**src/rtl/bound_flasher_pkg.sv**
```systemverilog
// Shared constants for the parametrised bound flasher: state encoding,
// power-on waypoint table and the address of the len/loop register.
package bound_flasher_pkg;

    localparam logic [0:0] IDLE = 1'b0;
    localparam logic [0:0] RUN  = 1'b1;

    localparam int   DEF_LEN  = 6;
    localparam logic DEF_LOOP = 1'b0;

    // Power-on waypoints: full, kick, two-thirds, empty, kick, empty.
    function automatic int default_target(input int idx, input int num_led, input int kick_pos);
        case (idx)
            0:       return num_led;
            1:       return kick_pos;
            2:       return (2 * num_led) / 3;
            4:       return kick_pos;
            default: return 0;
        endcase
    endfunction

    // The len/loop register sits just past the last target slot.
    function automatic int len_reg_addr(input int max_steps);
        return max_steps;
    endfunction

endpackage

```
**src/rtl/bf_waypoint_table.sv**
```systemverilog
// Waypoint register file: clamps writes, resets to the default table and
// reads the current and following waypoint combinationally.
module bf_waypoint_table
    import bound_flasher_pkg::*;
#(
    parameter int NUM_LED   = 16,
    parameter int MAX_STEPS = 8,
    parameter int KICK_POS  = NUM_LED / 3,
    parameter int CNT_W     = $clog2(NUM_LED + 1),
    parameter int STEP_W    = $clog2(MAX_STEPS)
) (
    input  logic              clk,
    input  logic              rst_n,
    input  logic              we,
    input  logic [STEP_W:0]   addr,
    input  logic [CNT_W:0]    wdata,
    input  logic [STEP_W-1:0] step_idx,
    output logic [CNT_W-1:0]  tgt_cur,
    output logic [CNT_W-1:0]  tgt_nxt,
    output logic              last,
    output logic              loop_en
);

    localparam int LEN_W = STEP_W + 1;

    logic [CNT_W-1:0]  tgt [MAX_STEPS];
    logic [LEN_W-1:0]  len;
    logic [LEN_W-1:0]  len_clamped;
    logic [CNT_W-1:0]  tgt_clamped;
    logic [STEP_W-1:0] nxt_idx;
    int                len_fld;

    always_comb begin
        len_fld = int'(wdata[CNT_W-1:0]);
        if (len_fld == 0)
            len_clamped = LEN_W'(1);
        else if (len_fld > MAX_STEPS)
            len_clamped = LEN_W'(MAX_STEPS);
        else
            len_clamped = LEN_W'(len_fld);
        tgt_clamped = (int'(wdata) > NUM_LED) ? CNT_W'(NUM_LED) : wdata[CNT_W-1:0];
    end

    always_ff @(posedge clk or negedge rst_n) begin
        if (!rst_n) begin
            for (int i = 0; i < MAX_STEPS; i++)
                tgt[i] <= CNT_W'(default_target(i, NUM_LED, KICK_POS));
            len     <= LEN_W'(DEF_LEN);
            loop_en <= DEF_LOOP;
        end else if (we) begin
            if (int'(addr) == len_reg_addr(MAX_STEPS)) begin
                len     <= len_clamped;
                loop_en <= wdata[CNT_W];
            end else if (int'(addr) < MAX_STEPS) begin
                tgt[addr[STEP_W-1:0]] <= tgt_clamped;
            end
        end
    end

    // Next index wraps to 0 after the last step so loop mode reuses tgt_nxt.
    assign last    = ({1'b0, step_idx} == (len - LEN_W'(1)));
    assign nxt_idx = last ? '0 : step_idx + STEP_W'(1);
    assign tgt_cur = tgt[step_idx];
    assign tgt_nxt = tgt[nxt_idx];

endmodule

```
**src/rtl/bound_flasher_gen.sv**
```systemverilog
// Bound flasher top: walks a thermometer LED bar through the waypoint table,
// with hold, kick-back on flick and optional looping.
module bound_flasher_gen
    import bound_flasher_pkg::*;
#(
    parameter int NUM_LED   = 16,
    parameter int MAX_STEPS = 8,
    parameter int KICK_POS  = NUM_LED / 3,
    parameter int CNT_W     = $clog2(NUM_LED + 1),
    parameter int STEP_W    = $clog2(MAX_STEPS)
) (
    input  logic               clk,
    input  logic               rst_n,
    input  logic               flick,
    input  logic               hold,
    input  logic               cfg_we,
    input  logic [STEP_W:0]    cfg_addr,
    input  logic [CNT_W:0]     cfg_wdata,
    output logic [NUM_LED-1:0] led,
    output logic [CNT_W-1:0]   lit_cnt,
    output logic [STEP_W-1:0]  step_idx,
    output logic               dir_down,
    output logic               busy,
    output logic               done,
    output logic               cfg_err
);

    logic [0:0]       state;
    logic [CNT_W-1:0] tgt_cur;
    logic [CNT_W-1:0] tgt_nxt;
    logic             last;
    logic             loop_en;
    logic             bad_addr;
    logic             wr_en;
    logic             kick;

    function automatic logic [CNT_W-1:0] toward(input logic [CNT_W-1:0] c, input logic [CNT_W-1:0] t);
        if (t > c)
            return c + CNT_W'(1);
        else if (t < c)
            return c - CNT_W'(1);
        else
            return c;
    endfunction

    assign bad_addr = (cfg_addr > (STEP_W + 1)'(MAX_STEPS));
    assign wr_en    = cfg_we && (state == IDLE) && !bad_addr;

    bf_waypoint_table #(
        .NUM_LED  (NUM_LED),
        .MAX_STEPS(MAX_STEPS),
        .KICK_POS (KICK_POS),
        .CNT_W    (CNT_W),
        .STEP_W   (STEP_W)
    ) u_table (
        .clk     (clk),
        .rst_n   (rst_n),
        .we      (wr_en),
        .addr    (cfg_addr),
        .wdata   (cfg_wdata),
        .step_idx(step_idx),
        .tgt_cur (tgt_cur),
        .tgt_nxt (tgt_nxt),
        .last    (last),
        .loop_en (loop_en)
    );

    // Kick-back only from a downward segment that is not the final one.
    assign kick = flick && dir_down && (step_idx != '0) && !last &&
                  ((lit_cnt == '0) || (lit_cnt == CNT_W'(KICK_POS)));

    always_ff @(posedge clk or negedge rst_n) begin
        if (!rst_n) begin
            state    <= IDLE;
            lit_cnt  <= '0;
            step_idx <= '0;
            dir_down <= 1'b0;
            done     <= 1'b0;
            cfg_err  <= 1'b0;
        end else begin
            done    <= 1'b0;
            cfg_err <= cfg_we && ((state == RUN) || bad_addr);
            case (state)
                IDLE: begin
                    lit_cnt  <= '0;
                    step_idx <= '0;
                    dir_down <= 1'b0;
                    if (flick) begin
                        state   <= RUN;
                        lit_cnt <= CNT_W'(1);
                    end
                end
                RUN: begin
                    if (!hold) begin
                        if (kick) begin
                            step_idx <= step_idx - STEP_W'(1);
                            dir_down <= 1'b0;
                            lit_cnt  <= toward(lit_cnt, CNT_W'(NUM_LED));
                        end else if (lit_cnt != tgt_cur) begin
                            lit_cnt  <= toward(lit_cnt, tgt_cur);
                            dir_down <= (tgt_cur < lit_cnt);
                        end else if (!last || loop_en) begin
                            // No dwell: step and first move happen together.
                            step_idx <= last ? '0 : step_idx + STEP_W'(1);
                            lit_cnt  <= toward(lit_cnt, tgt_nxt);
                            dir_down <= (tgt_nxt < lit_cnt);
                        end else begin
                            state    <= IDLE;
                            lit_cnt  <= '0;
                            step_idx <= '0;
                            dir_down <= 1'b0;
                            done     <= 1'b1;
                        end
                    end
                end
                default: state <= IDLE;
            endcase
        end
    end

    assign busy = (state == RUN);

    for (genvar i = 0; i < NUM_LED; i++) begin : g_led
        assign led[i] = (CNT_W'(i) < lit_cnt);
    end

endmodule
```
**config.mk**
```make
export PLATFORM = sky130hd
export DESIGN_NAME = bound_flasher_gen
export DESIGN_NICKNAME = d
export VERILOG_FILES = /design/src/rtl/bound_flasher_pkg.sv /design/src/rtl/bf_waypoint_table.sv /design/src/rtl/bound_flasher_gen.sv
export SDC_FILE = /design/constraint.sdc
export NUM_CORES = 1
export LEC_CHECK = 0
export ABC_CLOCK_PERIOD_IN_PS = 7230
export CAP_MARGIN = 20
export CORE_MARGIN = 5
export CORE_UTILIZATION = 27
export CTS_CLUSTER_SIZE = 25
export DETAILED_ROUTE_END_ITERATION = 6
export SYNTH_ARGS = -nofsm -noshare
export SYNTH_HDL_FRONTEND = slang
export SYNTH_SLANG_ARGS = --single-unit
```
**constraint.sdc**
```tcl
create_clock -name clk -period 7.23 [get_ports clk]
set_input_delay 2.169 -clock clk [delete_from_list [all_inputs] [get_ports clk]]
set_output_delay 2.169 -clock clk [all_outputs]
set_load 0.01 [all_outputs]
```
==> results.py, run 1 <==
metrics = {
    "status": {
        "status": "finished clean",
    },
    "finish": {
        "fillers": 1425,
        "drive_gt1_frac": 0.168,
        "diodes": 0,
        "area_delta_synth_final_pct": 23.1,
        "fin_nets": 468,
    },
    "setup_path": {
        "worstPathArrival_ps": 2450,
        "crit_required_ps": 5060,
        "path_delay_family": "buffers and inverters",
        "crit_path_start_kind": "flip-flop",
        "worst_path_largest_cell_delay_ps": 650,
        "crit_buf_inv": 2,
        "criticalPathCategory": "flip-flop to output pin",
        "critPathSlowestCell": "dfrtp_1",
        "path_cells": "clkinv_1, o41ai_1, clkdlybuf4s50_1",
        "critPathMaxFanout": 15,
        "end_kind": "output pin",
    },
    "synth": {
        "synth_edf_count": 0,
        "yosysWarnings": 0,
        "ys_ff_latch": 57,
        "synth_top_area_share": 0.315,
        "synth.most_common_cell": "nand2_1",
        "synth_cell_types": 65,
        "synth_ff_type": "dfrtp_1",
        "synth_top_area_cell": "dfrtp_1",
        "syn_nets": 425,
        "ys_seq_area_frac": 0.377,
        "async_reset_ff_frac": 1.00,
        "synth_area_leaders": "dfrtp_1, mux4_2, o21ai_0",
        "synth_area_per_cell_um2": 9.70,
        "ys_top_cells_by_count": "nand2_1, o21ai_0, dfrtp_1, nor2_1, ha_1",
        "synth_area_um2": 3810,
        "synth_cells": 393,
    },
    "clocking": {
        "cts_max_level": 3,
        "ctsHoldBuffers": 0,
        "cts-root-buf": "clkbuf_16",
        "cts_setup_buffers": 0,
        "cts_resized": 0,
        "clock-sinks": 57,
        "clk_pin_slew_ps": 50,
        "cts_tree": "built",
        "insertion_delay_ps": 330,
        "cts_buffers": 9,
        "clockBufferDepth": 2,
    },
    "global_routing": {
        "grt_pass1_vias": 3094,
        "grt_max_degree": 58,
        "grt_overflow": 0,
        "grt_antenna_before_repair": 0,
        "grt_usage": 0.127,
        "grt_pass1_wl_um": 16700,
    },
    "detailed_routing": {
        "drc": 0,
        "via_per_inst": 5.04,
        "drt-total-wl_um": 10100,
        "vias": 3129,
        "wire_per_inst_um": 16.2,
        "ant_nets": 0,
        "first_pass_iters": 4,
        "first_iter_violations": 241,
    },
    "place": {
        "portBuffers": 42,
        "routabilityCongestion": 0.869,
        "dp_slack_ps": 2760,
        "hpwl_um": 7390,
    },
    "sta": {
        "timing.fmax_mhz": 217,
        "setup_viol": 0,
        "fin_crit_ps": 4620,
        "min_period_over_period": 0.639,
        "slew_viol_final": 0,
        "max_slew_margin": 0.436,
        "finalSetupTns_ps": 0,
        "tightestPinTransition_ps": 846,
        "finalClockSkew_ps": 5.79,
        "setup_ws_ps": 2610,
        "hold_viol_final": 0,
        "rsz0062_at_grt": "false",
    },
    "floorplan": {
        "io_pins": 43,
        "start_util": 0.275,
        "core-area_um2": 13900,
        "rows": 43,
        "die-area_um2": 16600,
        "die_w_um": 129,
        "die_h_um": 129,
    },
    "pwr": {
        "ir_drop_mv": 0.112,
        "total_power_mw": 1.62,
        "p_leak_nw": 1.90,
        "power.density_nw_per_um2": 346,
    },
    "worst_hold_path": {
        "hold_class": "flip-flop to flip-flop",
    },
    "flow_run": {
        "maxCapViolations": 0,
    },
}
[kinds of logic (layout without fill, tap and decap cells)]
kind of cell	count (synthesis)	count (layout)	share of synthesized area
flops	57	57	0.377
xor+xnor	11	11	0.0289
compound gates	114	114	0.198
mux	34	34	0.142
buf+inv	31	79	0.0378
fa+ha+maj	17	17	0.0558
simple gates	129	129	0.161
[state kept, by name (all words and copies together) (netlist names), 3 cells and up]
name and flops:
u_table.tgt 40, step_idx 3, lit_cnt 5, u_table.len 4
[layout make-up]
type / count / area [um^2] / share of cell area
tap: 180 / 225 / 0.0480
inverter: 19 / 71.3 / 0.0152
sequential: 57 / 1440 / 0.306
multi-input combinational: 305 / 2230 / 0.475
clock buffer: 11 / 243 / 0.0517
clock inverter: 5 / 56.3 / 0.0120
timing repair buffer: 44 / 430 / 0.0917
[path summary, 6_finish.rpt]
kind                                             start                     endpoint  slack [ps]  depth (start not counted)
setup / recovery                lit_cnt[2]$_DFFE_PN0P_                      led[14]        2610                          3
hold / removal             u_table.tgt[15]$_DFFE_PN1P_  u_table.tgt[15]$_DFFE_PN1P_         490                          2
setup reg to reg               step_idx[0]$_DFFE_PN0P_       lit_cnt[2]$_DFFE_PN0P_        2770                         15
hold reg to reg            u_table.tgt[15]$_DFFE_PN1P_  u_table.tgt[15]$_DFFE_PN1P_         490                          2
max in group asynchronous                        rst_n  u_table.tgt[38]$_DFFE_PN0P_        4740                          2
min in group asynchronous                        rst_n       lit_cnt[4]$_DFFE_PN0P_        1970                          2
[through the flow]
step,std cells,hold slack [ps],utilization,instance area [um^2]
floorplan,393,460,-,3810
global placement,605,481,0.317,4390
detailed placement,605,482,0.317,4390
CTS,621,494,0.338,4690
global route,621,514,0.338,4690
finish,621,493,0.338,4690
[worst min-delay path, stage by stage, from the launching register on]
cell	delay, ps
dfstp_2	380
nand2_1	50
o21ai_0	60
[layer usage]
layer | track usage | share of wire | up-vias
met5 | 0 | 0 | -
met4 | 0.0420 | 0.013 | 0
met3 | 0.0340 | 0.049 | 13
met2 | 0.187 | 0.45 | 85
met1 | 0.181 | 0.49 | 1502
li1 | - | - | 1529
[report_power, final]
group	total, mW	switching [mW]	internal, mW
sequential	0.426	0.0832	0.342
combinational	0.770	0.391	0.379
clock	0.427	0.151	0.275
[placed cells by master (no fill, tap or decap), types with 3 or more instances in the layout]
cell type,netlist,layout
a21oi_1,15,15
a221oi_1,5,5
a22oi_1,3,3
and3_1,4,4
clkbuf_16,0,9
clkdlybuf4s50_1,0,41
clkinv_1,5,5
dfrtp_1,48,48
dfstp_2,9,9
ha_1,17,17
inv_1,12,12
mux2_2,11,11
mux2i_1,8,8
mux4_2,15,15
nand2_1,64,64
nand3_1,14,14
nor2_1,19,19
nor2b_1,3,3
nor3_1,4,4
nor3b_1,3,3
o211ai_1,5,5
o21ai_0,53,53
o31ai_1,5,5
xnor2_1,7,7
xor2_1,3,3
No activity file was read; power rests on OpenSTA's default activity.
==> run 2, diff against run 1 <==
Settings changed: ABC_CLOCK_PERIOD_IN_PS 7230 to 3700.
Clock period 7.23 ns to 3.7 ns, I/O delays scaled along.
==> run 2 against run 1 <==
Compared with the run above: the run now ends with negative setup slack left; hold slack worse by 3.4 ps; final cell count increased by 5.8%; sequential power increased by 76%; first-iteration DRC count decreased by 5.8%; power rose by 120%; final area is 8.0% higher; die area is the same; combinational power rose to 2.5 times the previous value; register-to-register slack worse by 2800 ps; sequential share of layout area is 2.3 points lower; wire length increased by 4.1%; global-route usage increased by 0.51 points; critical path type is now flip-flop to flip-flop; largest power group unchanged; highest routed layer unchanged.
==> results.py, run 2 (same netlist as run 1, synthesis figures left out) <==
metrics = {
    "status": {
        "status": "complete, but fails checks",
        "violations": "negative setup slack",
    },
    "finish": {
        "fillers": 1416,
        "final_common_cell": "nand2_1",
        "largest_register_ffs": 40,
        "instances_no_fill": 657,
        "final_cell_mix": "nand2_1, o21ai_0, dfrtp_1, clkdlybuf4s50_1, buf_4",
        "diodes": 0,
        "reg.largest.list": "u_table.tgt (40), lit_cnt (5), u_table.len (4)",
        "seq_area_um2": 1440,
        "area_delta_synth_final_pct": 33.0,
        "fin_nets": 504,
        "final_area_um2": 5070,
        "multi_input_area_um2": 2350,
        "largest_register": "u_table.tgt",
        "drive_gt1_frac": 0.266,
    },
    "detailed_routing": {
        "first_iter_violations": 227,
        "ant_nets": 0,
        "wire_per_inst_um": 16.0,
        "wl_met3_um": 595,
        "via_per_inst": 5.11,
        "top_layer_used": "met4",
        "routedLengthMet1_um": 4900,
        "first_pass_iters": 4,
        "drt-total-wl_um": 10500,
        "drc": 0,
        "vias": 3358,
        "dr_wl_met2_um": 4840,
    },
    "sta": {
        "hold_viol_final": 0,
        "max_slew_margin": 0.607,
        "min_period_over_period": 1.02,
        "timing.fmax_mhz": 265,
        "tightestPinTransition_ps": 586,
        "setup_viol": 5,
        "setup_ws_ps": -76.9,
        "rsz0062_at_grt": "true",
        "whs_ps": 490,
        "finalClockSkew_ps": 4.74,
        "slew_viol_final": 0,
        "fin_crit_ps": 3780,
    },
    "setup_path": {
        "criticalPathCategory": "flip-flop to flip-flop",
        "critPathMaxFanout": 5,
        "worstPathArrival_ps": 3990,
        "crit_start": "u_table.len[1]$_DFFE_PN1P_",
        "crit_path_start_kind": "flip-flop",
        "end_kind": "flip-flop",
        "crit_required_ps": 3910,
        "regToRegSetupSlack_ps": -80,
        "rr_worst_depth": 19,
        "r2r_start": "u_table.len[1]$_DFFE_PN1P_",
        "worstReg2RegEnd": "lit_cnt[0]$_DFFE_PN0P_",
    },
    "global_routing": {
        "grt_pass1_wl_um": 17600,
        "grt_antenna_before_repair": 0,
        "grt_usage": 0.132,
        "grt_pass1_vias": 3467,
        "grt_overflow": 0,
        "grt_max_degree": 24,
    },
    "clocking": {
        "cts-root-buf": "clkbuf_16",
        "cts_tree": "built",
        "clk_pin_slew_ps": 60,
        "clockBufferDepth": 2,
        "clock-sinks": 57,
        "cts_buffers": 9,
        "insertion_delay_ps": 330,
        "cts_max_level": 3,
    },
    "flow_run": {
        "maxCapViolations": 0,
    },
    "pwr": {
        "total_power_mw": 3.51,
        "power.density_nw_per_um2": 692,
        "ir_drop_mv": 0.266,
        "p_leak_nw": 2.09,
    },
    "place": {
        "portBuffers": 42,
        "dpl_cell_area_um2": 4620,
        "hpwl_um": 7860,
        "dpl.cell_count": 634,
        "routabilityCongestion": 0.870,
    },
    "floorplan": {
        "die-area_um2": 16600,
        "core-area_um2": 13900,
        "rows": 43,
        "io_pins": 43,
        "start_util": 0.275,
        "die_h_um": 129,
        "die_w_um": 129,
    },
    "worst_hold_path": {
        "holdPathStages": 2,
        "hold_end": "u_table.tgt[30]$_DFFE_PN1P_",
        "hold_class": "flip-flop to flip-flop",
        "hold_start": "u_table.tgt[30]$_DFFE_PN1P_",
    },
}
-- run 2: changes by cell type in the layout (fill, tap and decap cells not counted), sizes merged --
cell and delta:
nor2 +1, clkinvlp +1, bufinv -1, clkinv -1, inv +2, clkbuf -1
buf +35
-- run 2: through the flow --
step	utilization	TNS, ps	setup slack, ps
6_report	0.365	-273	-76.9
3_5_place_dp	0.333	-943	-332
3_3_place_gp	0.333	-251	-120
5_1_grt	0.365	-1350	-309
2_1_floorplan	-	0	5.40
4_1_cts	0.360	-537	-143
-- run 2: area by class of cell --
cell class / instances / share of cell area
sequential: 57 / 0.284
clock inverter: 6 / 0.00987
multi-input combinational: 306 / 0.463
inverter: 19 / 0.0141
tap: 180 / 0.0444
clock buffer: 10 / 0.0471
timing repair buffer: 79 / 0.138
-- run 2: where the power goes --
group / switching [mW] / internal, mW / total, mW / leakage [nW]
sequential: 0.0782 / 0.671 / 0.749 / 0.710
combinational: 0.982 / 0.981 / 1.96 / 1.24
clock: 0.319 / 0.478 / 0.796 / 0.136
total: 1.38 / 2.13 / 3.51 / 2.09
-- run 2: worst max-delay path: stages, from the launching register on --
cell and delay (ps):
dfstp_2 530, inv_2 40, ha_4 260, xor2_2 180, nand3_2 130, nor2_4 190, nor2_4 90, buf_4 170
mux4_2 410, nand2_1 80, o31ai_1 90, ha_1 310, nand2b_1 70, a21oi_2 200, buf_4 140, o211ai_1 120
nor3_2 280, o21a_1 210, buf_4 120, a21boi_1 40
-- run 2: how the worst max path moves through the flow --
| stage | endpoint | slack [ps] | cells after the start |
|---|---|---|---|
| 5_1_grt | lit_cnt[3]$_DFFE_PN0P_ | -310 | 16 |
| 3_3_place_gp | lit_cnt[2]$_DFFE_PN0P_ | -120 | 17 |
| 6_report | lit_cnt[0]$_DFFE_PN0P_ | -80 | 19 |
| 4_1_cts | lit_cnt[4]$_DFFE_PN0P_ | -140 | 16 |
| 3_5_place_dp | lit_cnt[2]$_DFFE_PN0P_ | -330 | 17 |
| 2_1_floorplan | lit_cnt[2]$_DFFE_PN0P_ | 5 | 17 |
-- run 2: layer usage --
layer / vias to the layer above / GRT usage
met3: 16 / 0.0336
met2: 100 / 0.215
met5: - / 0
met1: 1645 / 0.173
met4: 0 / 0.0414
li1: 1597 / -
-- run 2: what timing repair did --
action	CTS	global route
pin swaps	8	7
endpoints found under the setup margin	5	6
buffers inserted	4	2
hold endpoints to repair	0	0
cloned	1	0
resized for setup	10	11
hold buffers	0	0
==> run 3, diff against run 2 <==
Settings changed: CORE_ASPECT_RATIO set to 1.5, SLEW_MARGIN set to 25.
==> run 3 against run 2 <==
Compared with the run above: the flow now finishes without violations; wire length up 2.7%; sequential share of layout area down 0.21 points; utilization grew 0.15 points; setup slack gained 93 ps; final cell count down 1.1%; critical path type unchanged; highest routed layer unchanged.
==> results.py, run 3 (same netlist as run 1, synthesis figures left out) <==
metrics = {
    "setup_path": {
        "worstPathArrival_ps": 3920,
        "regToRegSetupSlack_ps": 20,
        "worst_path_largest_cell_delay_ps": 550,
        "end_kind": "flip-flop",
        "crit_required_ps": 3930,
        "path_cells": "xnor3_1, nand3_2, nor2_2, nor2_4, mux4_2, nand2_2, o31ai_2, ha_1, o211ai_1, a21oi_4, o211ai_1, nor3_2, o21ai_4, nand2_2, o32ai_2",
        "criticalPathCategory": "flip-flop to flip-flop",
        "rr_worst_depth": 15,
        "critPathMaxFanout": 8,
        "worstReg2RegEnd": "lit_cnt[2]$_DFFE_PN0P_",
        "crit_path_start_kind": "flip-flop",
        "r2r_start": "u_table.len[2]$_DFFE_PN1P_",
        "path_delay_family": "compound AO/OA/AOI/OAI gates",
        "critPathSlowestCell": "mux4_2",
        "crit_buf_inv": 0,
    },
    "finish": {
        "final_common_cell": "nand2_1",
        "fin_nets": 512,
        "instances_no_fill": 650,
        "final_cell_mix": "nand2_1, o21ai_0, dfrtp_1, buf_4, clkdlybuf4s50_1",
        "largest_register_ffs": 40,
        "final_core_util": 0.367,
        "diodes": 0,
        "drive_gt1_frac": 0.270,
        "area_delta_synth_final_pct": 34.0,
        "reg.largest.list": "u_table.tgt (40), lit_cnt (5), u_table.len (4)",
        "largest_register": "u_table.tgt",
    },
    "pwr": {
        "pwr-share-comb": 0.552,
        "switching_share": 0.380,
        "ir_drop_mv": 0.282,
        "seqPwrFrac": 0.219,
        "switchingPower_mw": 1.30,
        "power.density_nw_per_um2": 669,
        "intPower_mw": 2.12,
        "pwr-share-clk": 0.228,
        "p_leak_nw": 2.13,
    },
    "global_routing": {
        "grt_antenna_before_repair": 0,
        "grt_usage": 0.134,
        "grt_pass1_vias": 3384,
        "grt_overflow": 0,
        "grt_pass1_wl_um": 17400,
        "grt_max_degree": 44,
    },
    "detailed_routing": {
        "drc": 0,
        "ant_nets": 0,
        "wire_per_inst_um": 16.6,
        "via_per_inst": 5.11,
        "drt-total-wl_um": 10800,
        "first_iter_violations": 199,
        "first_pass_iters": 4,
        "vias": 3323,
    },
    "worst_hold_path": {
        "holdPathStages": 2,
        "hold_start": "u_table.tgt[39]$_DFFE_PN1P_",
        "hold_class": "flip-flop to flip-flop",
        "hold_end": "u_table.tgt[39]$_DFFE_PN1P_",
    },
    "floorplan": {
        "io_pins": 43,
        "die_w_um": 107,
        "start_util": 0.274,
        "core-area_um2": 13900,
        "die_h_um": 156,
        "die-area_um2": 16600,
        "rows": 53,
    },
    "clocking": {
        "cts_buffers": 9,
        "clock-sinks": 57,
        "cts-root-buf": "clkbuf_16",
        "clk_pin_slew_ps": 50,
        "insertion_delay_ps": 330,
        "ctsHoldBuffers": 0,
        "cts_tree": "built",
        "cts_max_level": 3,
        "clockBufferDepth": 2,
    },
    "sta": {
        "slew_viol_final": 0,
        "tightestPinTransition_ps": 549,
        "rsz0062_at_grt": "true",
        "min_period_over_period": 0.996,
        "finalClockSkew_ps": 7.28,
        "timing.fmax_mhz": 271,
        "setup_viol": 0,
        "max_slew_margin": 0.634,
        "hold_viol_final": 0,
        "fin_crit_ps": 3680,
    },
    "place": {
        "routabilityCongestion": 0.834,
        "hpwl_um": 8200,
        "dpl.cell_count": 620,
        "portBuffers": 42,
    },
    "flow_run": {
        "maxCapViolations": 0,
    },
    "status": {
        "status": "finished clean",
    },
}
## run 3: changes by cell type in the layout (fill, tap and decap cells not counted), sizes merged
cell / delta
clkinvlp: -1
inv: -2
nor2: -1
buf: +9
clkinv: -1
clkbuf: +4
## run 3: cell type report
class	count	area [um^2]
fillers	1402	8820
multi-input cells	305	2340
flip-flops and latches	57	1440
repair buffers	88	761
clock buffers	14	274
well taps	165	206
inverters	19	71.3
clock inverters	2	12.5
## run 3: what timing repair did
item / 4_1_cts / 5_1_grt
endpoints found under the setup margin: 4 / 5
gates cloned: 0 / 0
setup buffers: 12 / 2
gates resized for setup: 9 / 10
pin swaps: 5 / 7
## run 3: metal layers
layer  part of all wire  up-vias  wire (um)  track usage
met4              0.034        0        368       0.0725
met3              0.031       26        338       0.0220
met1               0.41     1600       4380        0.147
met5                  0        -          0            0
li1                   -     1616          -            -
met2               0.53       81       5700        0.244
## run 3: power by group through the flow
stage | clock, mW | combinational (mW) | sequential [mW]
after floorplan | 0 | 1.10 | 0.756
after global placement | 0 | 1.74 | 0.755
after detailed placement | 0 | 1.76 | 0.758
after CTS | 0.799 | 1.86 | 0.749
after global routing | 0.830 | 2.03 | 0.759
final | 0.781 | 1.89 | 0.750
## run 3: per-stage QoR
stage | hold slack [ps] | setup TNS (ps) | instance area [um^2] | setup slack (ps) | power (mW)
floorplan | 460 | 0 | 3820 | 5.40 | 1.85
global placement | 479 | -71.8 | 4610 | -51.1 | 2.50
detailed placement | 493 | -338 | 4610 | -147 | 2.52
CTS | 501 | 0 | 5030 | 8.67 | 3.40
global route | 528 | -790 | 5110 | -182 | 3.62
finish | 502 | 0 | 5110 | 15.8 | 3.42
## run 3: worst max path at each step
| stage | end | from | cells after the start |
|---|---|---|---|
| 4_1_cts | lit_cnt[4]$_DFFE_PN0P_ | u_table.len[2]$_DFFE_PN1P_ | 15 |
| 5_1_grt | lit_cnt[3]$_DFFE_PN0P_ | u_table.len[1]$_DFFE_PN1P_ | 18 |
| 3_3_place_gp | lit_cnt[2]$_DFFE_PN0P_ | u_table.len[1]$_DFFE_PN1P_ | 17 |
| 2_1_floorplan | lit_cnt[2]$_DFFE_PN0P_ | u_table.len[1]$_DFFE_PN1P_ | 17 |
| 3_5_place_dp | lit_cnt[2]$_DFFE_PN0P_ | u_table.len[1]$_DFFE_PN1P_ | 17 |
| 6_report | lit_cnt[2]$_DFFE_PN0P_ | u_table.len[2]$_DFFE_PN1P_ | 15 |
## run 3: tightest hold or removal path, stage by stage (launching register included)
cell,delay (ps)
dfstp_2,380
nand2_1,50
o21ai_0,60
